**src/rtl/vip_chimera_uart_rx.sv**
```systemverilog
// -----------------------------------------------------------------------------
// vip_chimera_uart_rx
// Simulation-side 8N1 UART receiver for the chimera VIP console logger. It
// oversamples the SoC uart_tx line at a fixed ClkPerBit ratio, buffers decoded
// bytes in a small FIFO and flags framing errors and FIFO overflow.
//
// Ports:
//   clk_i        single clock domain
//   rst_ni       asynchronous active-low reset
//   uart_rx_i    serial line (idle high), resynchronised by two flops
//   clear_i      synchronous clear of the sticky overflow_o
//   data_o       byte at the FIFO head (0 while the FIFO is empty)
//   valid_o      FIFO non-empty
//   ready_i      consumer accept
//   frame_err_o  one-cycle pulse when a stop bit samples 0
//   overflow_o   sticky: a good byte was dropped because the FIFO was full
//   busy_o       receive FSM is not in IDLE
//
// Handshake: a byte is transferred in every cycle where valid_o && ready_i is
// high at the rising clock edge; data_o holds steady while valid_o && !ready_i.
// -----------------------------------------------------------------------------
module vip_chimera_uart_rx #(
  parameter int unsigned ClkPerBit = 16,
  parameter int unsigned FifoDepth = 4
) (
  input  logic       clk_i,
  input  logic       rst_ni,
  input  logic       uart_rx_i,
  input  logic       clear_i,
  output logic [7:0] data_o,
  output logic       valid_o,
  input  logic       ready_i,
  output logic       frame_err_o,
  output logic       overflow_o,
  output logic       busy_o
);

  localparam int unsigned CntW = $clog2(ClkPerBit);
  localparam int unsigned PtrW = $clog2(FifoDepth);
  localparam logic [CntW-1:0] HalfM1 = CntW'(ClkPerBit / 2 - 1);
  localparam logic [CntW-1:0] FullM1 = CntW'(ClkPerBit - 1);
  localparam logic [PtrW:0]   Depth  = (PtrW + 1)'(FifoDepth);

  typedef enum logic [2:0] {IDLE, START, DATA, STOP, WAIT_IDLE} state_e;

  // ---------------- input synchronizer and edge detect ----------------
  logic       rx_meta_q, rx_s_q, rx_prev_q;
  logic [1:0] sync_fill_q;
  logic       seen_high_q;

  // sync_fill_q marks when rx_s_q carries a real sampled value rather than its
  // reset value; seen_high_q then arms start detection only once the line has
  // genuinely been observed high, so a line held low through reset is ignored.
  always_ff @(posedge clk_i or negedge rst_ni) begin
    if (!rst_ni) begin
      rx_meta_q   <= 1'b1;
      rx_s_q      <= 1'b1;
      rx_prev_q   <= 1'b1;
      sync_fill_q <= 2'b00;
      seen_high_q <= 1'b0;
    end else begin
      rx_meta_q   <= uart_rx_i;
      rx_s_q      <= rx_meta_q;
      rx_prev_q   <= rx_s_q;
      sync_fill_q <= {sync_fill_q[0], 1'b1};
      seen_high_q <= seen_high_q | (sync_fill_q[1] & rx_s_q);
    end
  end

  // ---------------- receive FSM ----------------
  state_e          state_q, state_d;
  logic [CntW-1:0] cnt_q, cnt_d;
  logic [2:0]      bit_q, bit_d;
  logic [7:0]      shift_q, shift_d;
  logic            frame_err_q, frame_err_d;
  logic            push;

  always_ff @(posedge clk_i or negedge rst_ni) begin
    if (!rst_ni) begin
      state_q     <= IDLE;
      cnt_q       <= '0;
      bit_q       <= '0;
      shift_q     <= '0;
      frame_err_q <= 1'b0;
    end else begin
      state_q     <= state_d;
      cnt_q       <= cnt_d;
      bit_q       <= bit_d;
      shift_q     <= shift_d;
      frame_err_q <= frame_err_d;
    end
  end

  always_comb begin
    state_d     = state_q;
    cnt_d       = cnt_q + CntW'(1);
    bit_d       = bit_q;
    shift_d     = shift_q;
    frame_err_d = 1'b0;
    push        = 1'b0;
    unique case (state_q)
      IDLE: begin
        cnt_d = '0;
        if (seen_high_q && rx_prev_q && !rx_s_q) state_d = START;
      end
      START: begin
        // Mid start bit: a line back high means a glitch, not a frame.
        if (cnt_q == HalfM1) begin
          cnt_d   = '0;
          bit_d   = '0;
          state_d = rx_s_q ? IDLE : DATA;
        end
      end
      DATA: begin
        if (cnt_q == FullM1) begin
          cnt_d   = '0;
          shift_d = {rx_s_q, shift_q[7:1]};
          if (bit_q == 3'd7) begin
            bit_d   = '0;
            state_d = STOP;
          end else begin
            bit_d = bit_q + 3'd1;
          end
        end
      end
      STOP: begin
        if (cnt_q == FullM1) begin
          cnt_d = '0;
          if (rx_s_q) begin
            push    = 1'b1;
            state_d = IDLE;
          end else begin
            frame_err_d = 1'b1;
            state_d     = WAIT_IDLE;
          end
        end
      end
      WAIT_IDLE: begin
        // Hold off through a break so a long low does not look like a start.
        cnt_d = '0;
        if (rx_s_q) state_d = IDLE;
      end
      default: begin
        cnt_d   = '0;
        state_d = IDLE;
      end
    endcase
  end

  // ---------------- byte FIFO ----------------
  logic [7:0]      mem_q [FifoDepth];
  logic [PtrW-1:0] wr_ptr_q, rd_ptr_q;
  logic [PtrW:0]   count_q;
  logic            overflow_q;
  logic            full, pop, push_ok, ovf_set;

  assign full    = (count_q == Depth);
  assign pop     = valid_o && ready_i;
  // A pop in the same cycle frees the slot, so a full FIFO still accepts.
  assign push_ok = push && (!full || pop);
  assign ovf_set = push && full && !pop;

  always_ff @(posedge clk_i) begin
    if (push_ok) mem_q[wr_ptr_q] <= shift_q;
  end

  always_ff @(posedge clk_i or negedge rst_ni) begin
    if (!rst_ni) begin
      wr_ptr_q   <= '0;
      rd_ptr_q   <= '0;
      count_q    <= '0;
      overflow_q <= 1'b0;
    end else begin
      if (push_ok) wr_ptr_q <= wr_ptr_q + PtrW'(1);
      if (pop)     rd_ptr_q <= rd_ptr_q + PtrW'(1);
      if (push_ok && !pop)      count_q <= count_q + (PtrW + 1)'(1);
      else if (!push_ok && pop) count_q <= count_q - (PtrW + 1)'(1);
      // A new overflow beats a simultaneous clear.
      if (ovf_set)      overflow_q <= 1'b1;
      else if (clear_i) overflow_q <= 1'b0;
    end
  end

  assign valid_o     = (count_q != '0);
  assign data_o      = valid_o ? mem_q[rd_ptr_q] : 8'h00;
  assign frame_err_o = frame_err_q;
  assign overflow_o  = overflow_q;
  assign busy_o      = (state_q != IDLE);

endmodule

```
**config.mk**
```make
export PLATFORM = sky130hd
export DESIGN_NAME = vip_chimera_uart_rx
export DESIGN_NICKNAME = d
export VERILOG_FILES = /design/src/rtl/vip_chimera_uart_rx.sv
export SDC_FILE = /design/constraint.sdc
export NUM_CORES = 1
export LEC_CHECK = 0
export CORE_MARGIN = 2
export CORE_UTILIZATION = 50
export DETAILED_ROUTE_END_ITERATION = 7
export PLACE_DENSITY = 0.72
export SLEW_MARGIN = 40
export SYNTH_ARGS = -nofsm -noshare
export SYNTH_HDL_FRONTEND = slang
export SYNTH_SLANG_ARGS = --single-unit
```
**constraint.sdc**
```tcl
create_clock -name clk_i -period 7.1 [get_ports clk_i]
set_input_delay 1.42 -clock clk_i [delete_from_list [all_inputs] [get_ports clk_i]]
set_output_delay 1.42 -clock clk_i [all_outputs]
set_load 0.05 [all_outputs]
```
# Word level (Yosys, flattened, before mapping)
# Memories as Yosys holds them, arrays and structs flattened.
# Index checks and enable logic that the tools add are counted.
[classes] addsub=6 muxes=29 bitwise=2 n_eq_ne=14 reduce_logical=23
[ops] cell="$mux W3" count=12
[ops] cell="$pmux W3 S5" count=1
[ops] cell="$ne A2 B2 Y1 const B" count=6
[ops] cell="$mux W1" count=10
[ops] cell="$eq A3 B3 Y1 const B" count=3
[ops] cell="$logic_and A1 B1 Y1" count=8
[ops] cell="$mux W4" count=2
[ops] cell="$mux W8" count=1
[ops] cell="$pmux W4 S2" count=1
[ops] cell="$add A3 B1 Y3 const B" count=2
[ops] cell="$eq A3 B2 Y1 const B" count=2
[ops] cell="$pmux W3 S2" count=1
[ops] cell="$reduce_and A6 Y1" count=1
[ops] cell="$reduce_bool A2 Y1" count=3
[ops] cell="$reduce_bool A3 Y1" count=2
[ops] cell="$add A2 B1 Y2 const B" count=2
[ops] cell="$add A4 B1 Y4 const B" count=1
[ops] cell="$eq A4 B3 Y1 const B" count=1
[ops] cell="$eq A4 B4 Y1 const B" count=1
[ops] cell="$logic_not A1 Y1" count=4
[ops] cell="$eq A3 B1 Y1 const B" count=1
[ops] cell="$logic_not A3 Y1" count=1
[ops] cell="$reduce_and A3 Y1" count=1
[ops] cell="$sub A3 B1 Y3 const B" count=1
[ops] cell="6 further kinds" count=6
[totals] ff_bits=33 inputBits=5 mem_bits_rw=32 word_cells=89 mem_count=1
[mem_list] name="mem_q" words=4 width=8 rd=1 rd_ports_with_merged_regs=0 wr=1 line_no="151" rtl="logic [7:0] mem_q [FifoDepth];"

# Depth between registers and ports, before layout
# Gate-level depths: netlist of run 1.
[depth] word_depth=8 ltp_mapped=10 mapped_depth_nobuf=10

# Least setup slack after synthesis of run 1
# OpenSTA, ideal clock, no wires.
[synth_timing] kind="input -> register" start="input port ready_i" end="register count_q[1]" slack_ns=3.974 setup_ns=0.125 t_required_ns=6.975 t_arrival_ns=3.001 path_stages=6 cell_sequence="nor4b_1 -> nor3_4 -> ha_1 -> inv_1 -> fa_1 -> mux2_2"
[synth_via] elab_chain_len=6 elab_cells_between_ends=9 cone_classes="mux (1); reduce/logical (8)"
[synth_lines] item="start: declaration" line_no="32" rtl="input logic ready_i,"
[synth_lines] item="$logic_and A1 B1 Y1 (*)" line_no="158" rtl="assign pop = valid_o && ready_i;"
[synth_lines] item="$logic_or A1 B1 Y1 (*)" line_no="160" rtl="assign push_ok = push && (!full || pop);"
[synth_lines] item="$logic_and A1 B1 Y1 (*)" line_no="160"
[synth_lines] item="net push_ok" line_no="155" rtl="logic full, pop, push_ok, ovf_set;"
[synth_lines] item="$logic_not A1 Y1" line_no="177" rtl="else if (!push_ok && pop) count_q <= count_q - (PtrW + 1)'(1);"
[synth_lines] item="$logic_and A1 B1 Y1" line_no="177"
[synth_lines] item="$reduce_bool A2 Y1 (no line)"
[synth_lines] item="end signal: assignment" line_no="176" rtl="if (push_ok && !pop) count_q <= count_q + (PtrW + 1)'(1);"
[synth_lines] item="end signal: assignment" line_no="177"
[synth_lines] item="end: declaration" line_no="153" rtl="logic [PtrW:0] count_q;"
# Mark *: on every way through the listed nets, which the timed path passes. The rest lies on a longest branch.
# A chain may end at the register's enable or synchronous reset.

# Worst setup path after layout of run 1
[layout_timing] start="register rd_ptr_q[0]" end="output port data_o[7]"
[layout_via] elab_chain_len=2
[layout_lines] item="start: declaration" line_no="152" rtl="logic [PtrW-1:0] wr_ptr_q, rd_ptr_q;"
[layout_lines] item="start signal: assignment" line_no="175" rtl="if (pop) rd_ptr_q <= rd_ptr_q + PtrW'(1);"
[layout_lines] item="$mem_v2 Z4 W8"
[layout_lines] item="$mux W8" line_no="185" rtl="assign data_o = valid_o ? mem_q[rd_ptr_q] : 8'h00;"
[layout_lines] item="end: declaration" line_no="30" rtl="output logic [7:0] data_o,"
# Every way passes these cells.

==> flow_metrics.tcl, run 1 <==
set metrics [dict create \
    cts_resized 0 \
    syn_avg_cell_area_um2 16.0 \
    synth_nets 184 \
    die_h_um 77.8 \
    clk_latency_ns 0.33 \
    start_util_pct 52.7 \
    drt_wl_total_mm 4.20 \
    hp-class "flip-flop to flip-flop" \
    rsz0062_at_grt "false" \
    htreeDepth 3 \
    worstSetupPathType "flip-flop to primary output" \
    holdWs_ns 0.355 \
    clock-sinks 65 \
    cp_max_fo 10 \
    end_kind "primary output" \
    grtUsageMet2_pct 26.6 \
    post_synth_inst_count 170 \
    ys_seq_area_share_pct 65.7 \
    antenna_found_initial 0 \
    port_buffers 16 \
    finalWorstSetupSlack_ns 3.19 \
    grt_use_met3_pct 5.35 \
    powerDensity_nw_per_um2 315 \
    post_cts_buffers 0 \
    top_usage_layer "met2" \
    peakVddDrop_mv 0.175 \
    synth_edf_count 32 \
    maxSlewHeadroom_pct 54.7 \
    critPathSlowestCell "dfrtp_1" \
    clkSlewWorstSetupHoldPaths_ns 0.06 \
    synth_area_um2 2720 \
    gp_congestion 0.821 \
    cts_tree "built" \
    drc_errors 0 \
    drive_gt1_share_pct 24.9 \
    worst_pin_slew_ns 0.670 \
    worstPathRequired_ns 5.68 \
    synthFlopType "edfxtp_1" \
    grt_max_degree 34 \
    dp_hpwl_mm 2.86 \
    clockRootBuffer "clkbuf_8" \
    die_w_um 77.8 \
    tns_ns 0 \
    ant_nets 0 \
    drt-wirelength-per-cell_um 15.7 \
    cts_made_buffers 9 \
    skew_ns 0.00673 \
    finalMaxSlewViolations 0 \
    async_flop_share_pct 50.8 \
    cts_hold_buf 0 \
    viasPerCell 5.27 \
    track_usage_pct 16.2 \
    first_global_vias 1423 \
    cts.path.max_buffers 2 \
    n_antenna_cell 0 \
    first_pass_iters 4 \
    crit_chain "mux4_2, and2_1, clkdlybuf4s50_1" \
    ioPinCount 17 \
    drt_iter0_markers 91 \
    p_leak_nw 1.28 \
    hold_violations 0 \
    fin_nets 206 \
    yosys_warnings 0 \
    cpPeakStageDelay_ns 0.71 \
    die_area_um2 6050 \
    core_um2 5170 \
    grt_pass1_wl_mm 7.19 \
    use_met1_pct 19.6 \
    vias 1408 \
    fin_crit_sh_pct 55.0 \
    ys_types 39 \
    final.fill_count 383 \
    cp_data_arrival_time_ns 2.49 \
    fin_crit_ns 3.91 \
    dpl_worst_slack_ns 3.33 \
    synth-seq-cells 65 \
    worstSetupStartpointType "flip-flop" \
    max_cap_viol_count 0 \
    num_rows 26 \
    finalSetupViolCount 0 \
    synthToLayoutAreaGrowth_pct 15.4 \
    status "finished, final reports clean" \
    max_clock_freq_mhz 256 \
    grt_overflow 0 \
]
## routing by layer
metal,wire [µm],part of all wire [%]
met1,1810,43
met2,2160,51
met3,172,4.1
met4,61,1.5
met5,0,0
## layout by cell type (no fill, tap or decap), types with 3 or more instances in the layout
master | synthesis | final
nor2_1 | 6 | 6
mux2_2 | 12 | 12
clkdlybuf4s50_1 | 0 | 16
clkinv_2 | 0 | 4
clkbuf_8 | 0 | 9
nand2_1 | 5 | 5
and2_2 | 4 | 4
dfstp_2 | 3 | 3
edfxtp_1 | 32 | 32
mux4_2 | 8 | 8
xor2_1 | 3 | 3
dfrtp_1 | 30 | 30
xnor2_1 | 6 | 6
inv_1 | 7 | 7
and2_1 | 8 | 8
ha_1 | 8 | 8
## per-stage QoR
step	power [W]	util (%)	instance area, µm²	cells
after CTS	0.000999	60.8	3140	267
final	0.000989	60.8	3140	267
after detailed placement	0.000705	57.2	2960	251
after floorplan	0.000652	-	2720	170
after global placement	0.000694	57.0	2950	251
after global routing	0.00104	60.8	3140	267
## layout make-up
cell class | instances | area [µm²] | area share [%]
Sequential cell | 65 | 1790 | 56.9
Timing Repair Buffer | 17 | 168 | 5.33
Multi-Input combinational cell | 92 | 886 | 28.2
Clock inverter | 6 | 58.8 | 1.87
Inverter | 7 | 26.3 | 0.836
Tap cell | 70 | 87.6 | 2.79
Clock buffer | 10 | 128 | 4.06
## worst max-delay path, delay by kind of cell (launching register included)
| kind | cells | cell delay, ns |
|---|---|---|
| buf+inv | 1 | 0.69 |
| mux | 1 | 0.57 |
| flops | 1 | 0.71 |
| simple gates | 1 | 0.18 |
## sequential cells by signal, indices dropped and copies added (netlist names)
register / cells
count_q: 3
shift_q: 8
overflow_o: 1
mem_q: 32
rx_s_q: 1
rx_prev_q: 1
state_q: 3
rx_meta_q: 1
cnt_q: 4
seen_high_q: 1
wr_ptr_q: 2
rd_ptr_q: 2
sync_fill_q: 2
bit_q: 3
frame_err_o: 1
## cell usage after synthesis (3+ instances only)
library cell,count,area share (%)
nand2_1,5,0.69
dfstp_2,3,2.9
dfrtp_1,30,28
and2_1,8,1.8
inv_1,7,0.96
mux2_2,12,5.0
xnor2_1,6,1.9
edfxtp_1,32,35
ha_1,8,3.7
nor2_1,6,0.83
and2_2,4,1.1
xor2_1,3,0.96
mux4_2,8,6.6
buf_2,3,0.55
## power by group
part           leakage (nW)  internal [W]  switching (W)
combinational         0.401      0.000103       0.000101
sequential            0.780      0.000427      0.0000645
clock                0.0998      0.000160       0.000134
total                  1.28      0.000690       0.000300
## final timing paths
| check | from | end | slack [ns] | cells past startpoint |
|---|---|---|---|---|
| hold reg to reg | rx_meta_q$_DFF_PN1_ | rx_s_q$_DFF_PN1_ | 0.36 | 0 |
| setup reg to reg | cnt_q[0]$_DFF_PN0_ | count_q[2]$_DFFE_PN0P_ | 4.34 | 10 |
| hold / removal | rx_meta_q$_DFF_PN1_ | rx_s_q$_DFF_PN1_ | 0.36 | 0 |
| min in group asynchronous | rst_ni | bit_q[0]$_DFFE_PN0P_ | 1.49 | 2 |
| setup / recovery | rd_ptr_q[0]$_DFFE_PN0N_ | data_o[7] | 3.19 | 3 |
| max in group asynchronous | rst_ni | rx_prev_q$_DFF_PN1_ | 5.29 | 2 |
## kinds of logic after synthesis
| kind of cell | Yosys count | share of synthesized area (%) |
|---|---|---|
| other | 1 | 0.138 |
| AND/OR/NAND/NOR | 42 | 9.83 |
| flip-flops | 65 | 65.7 |
| multiplexers | 23 | 12.9 |
| buffers and inverters | 13 | 2.07 |
| adder cells (fa/ha/maj) | 9 | 4.41 |
| XOR/XNOR | 9 | 2.89 |
| AO/OA/AOI/OAI | 8 | 2.07 |
Note: power is estimated with default switching activity, not from simulation.
==> inputs of run 2 (changes only) <==
clock period = 3.95 ns   (was 7.1 ns; I/O delays follow)
==> results of run 2 <==
Same layout as run 1 (identical final DEF). Status: finished, final reports clean.
Among the figures that moved: final weighted congestion in routability-driven placement 0.821 -> 0.822; setup slack after placement 3.33 ns -> 0.811 ns; setup slack after layout 3.19 ns -> 0.673 ns; register-to-register setup slack 4.34 ns -> 1.19 ns; total power 0.000989 W -> 0.00202 W; worst IR drop on VDD 0.175 mV -> 0.356 mV
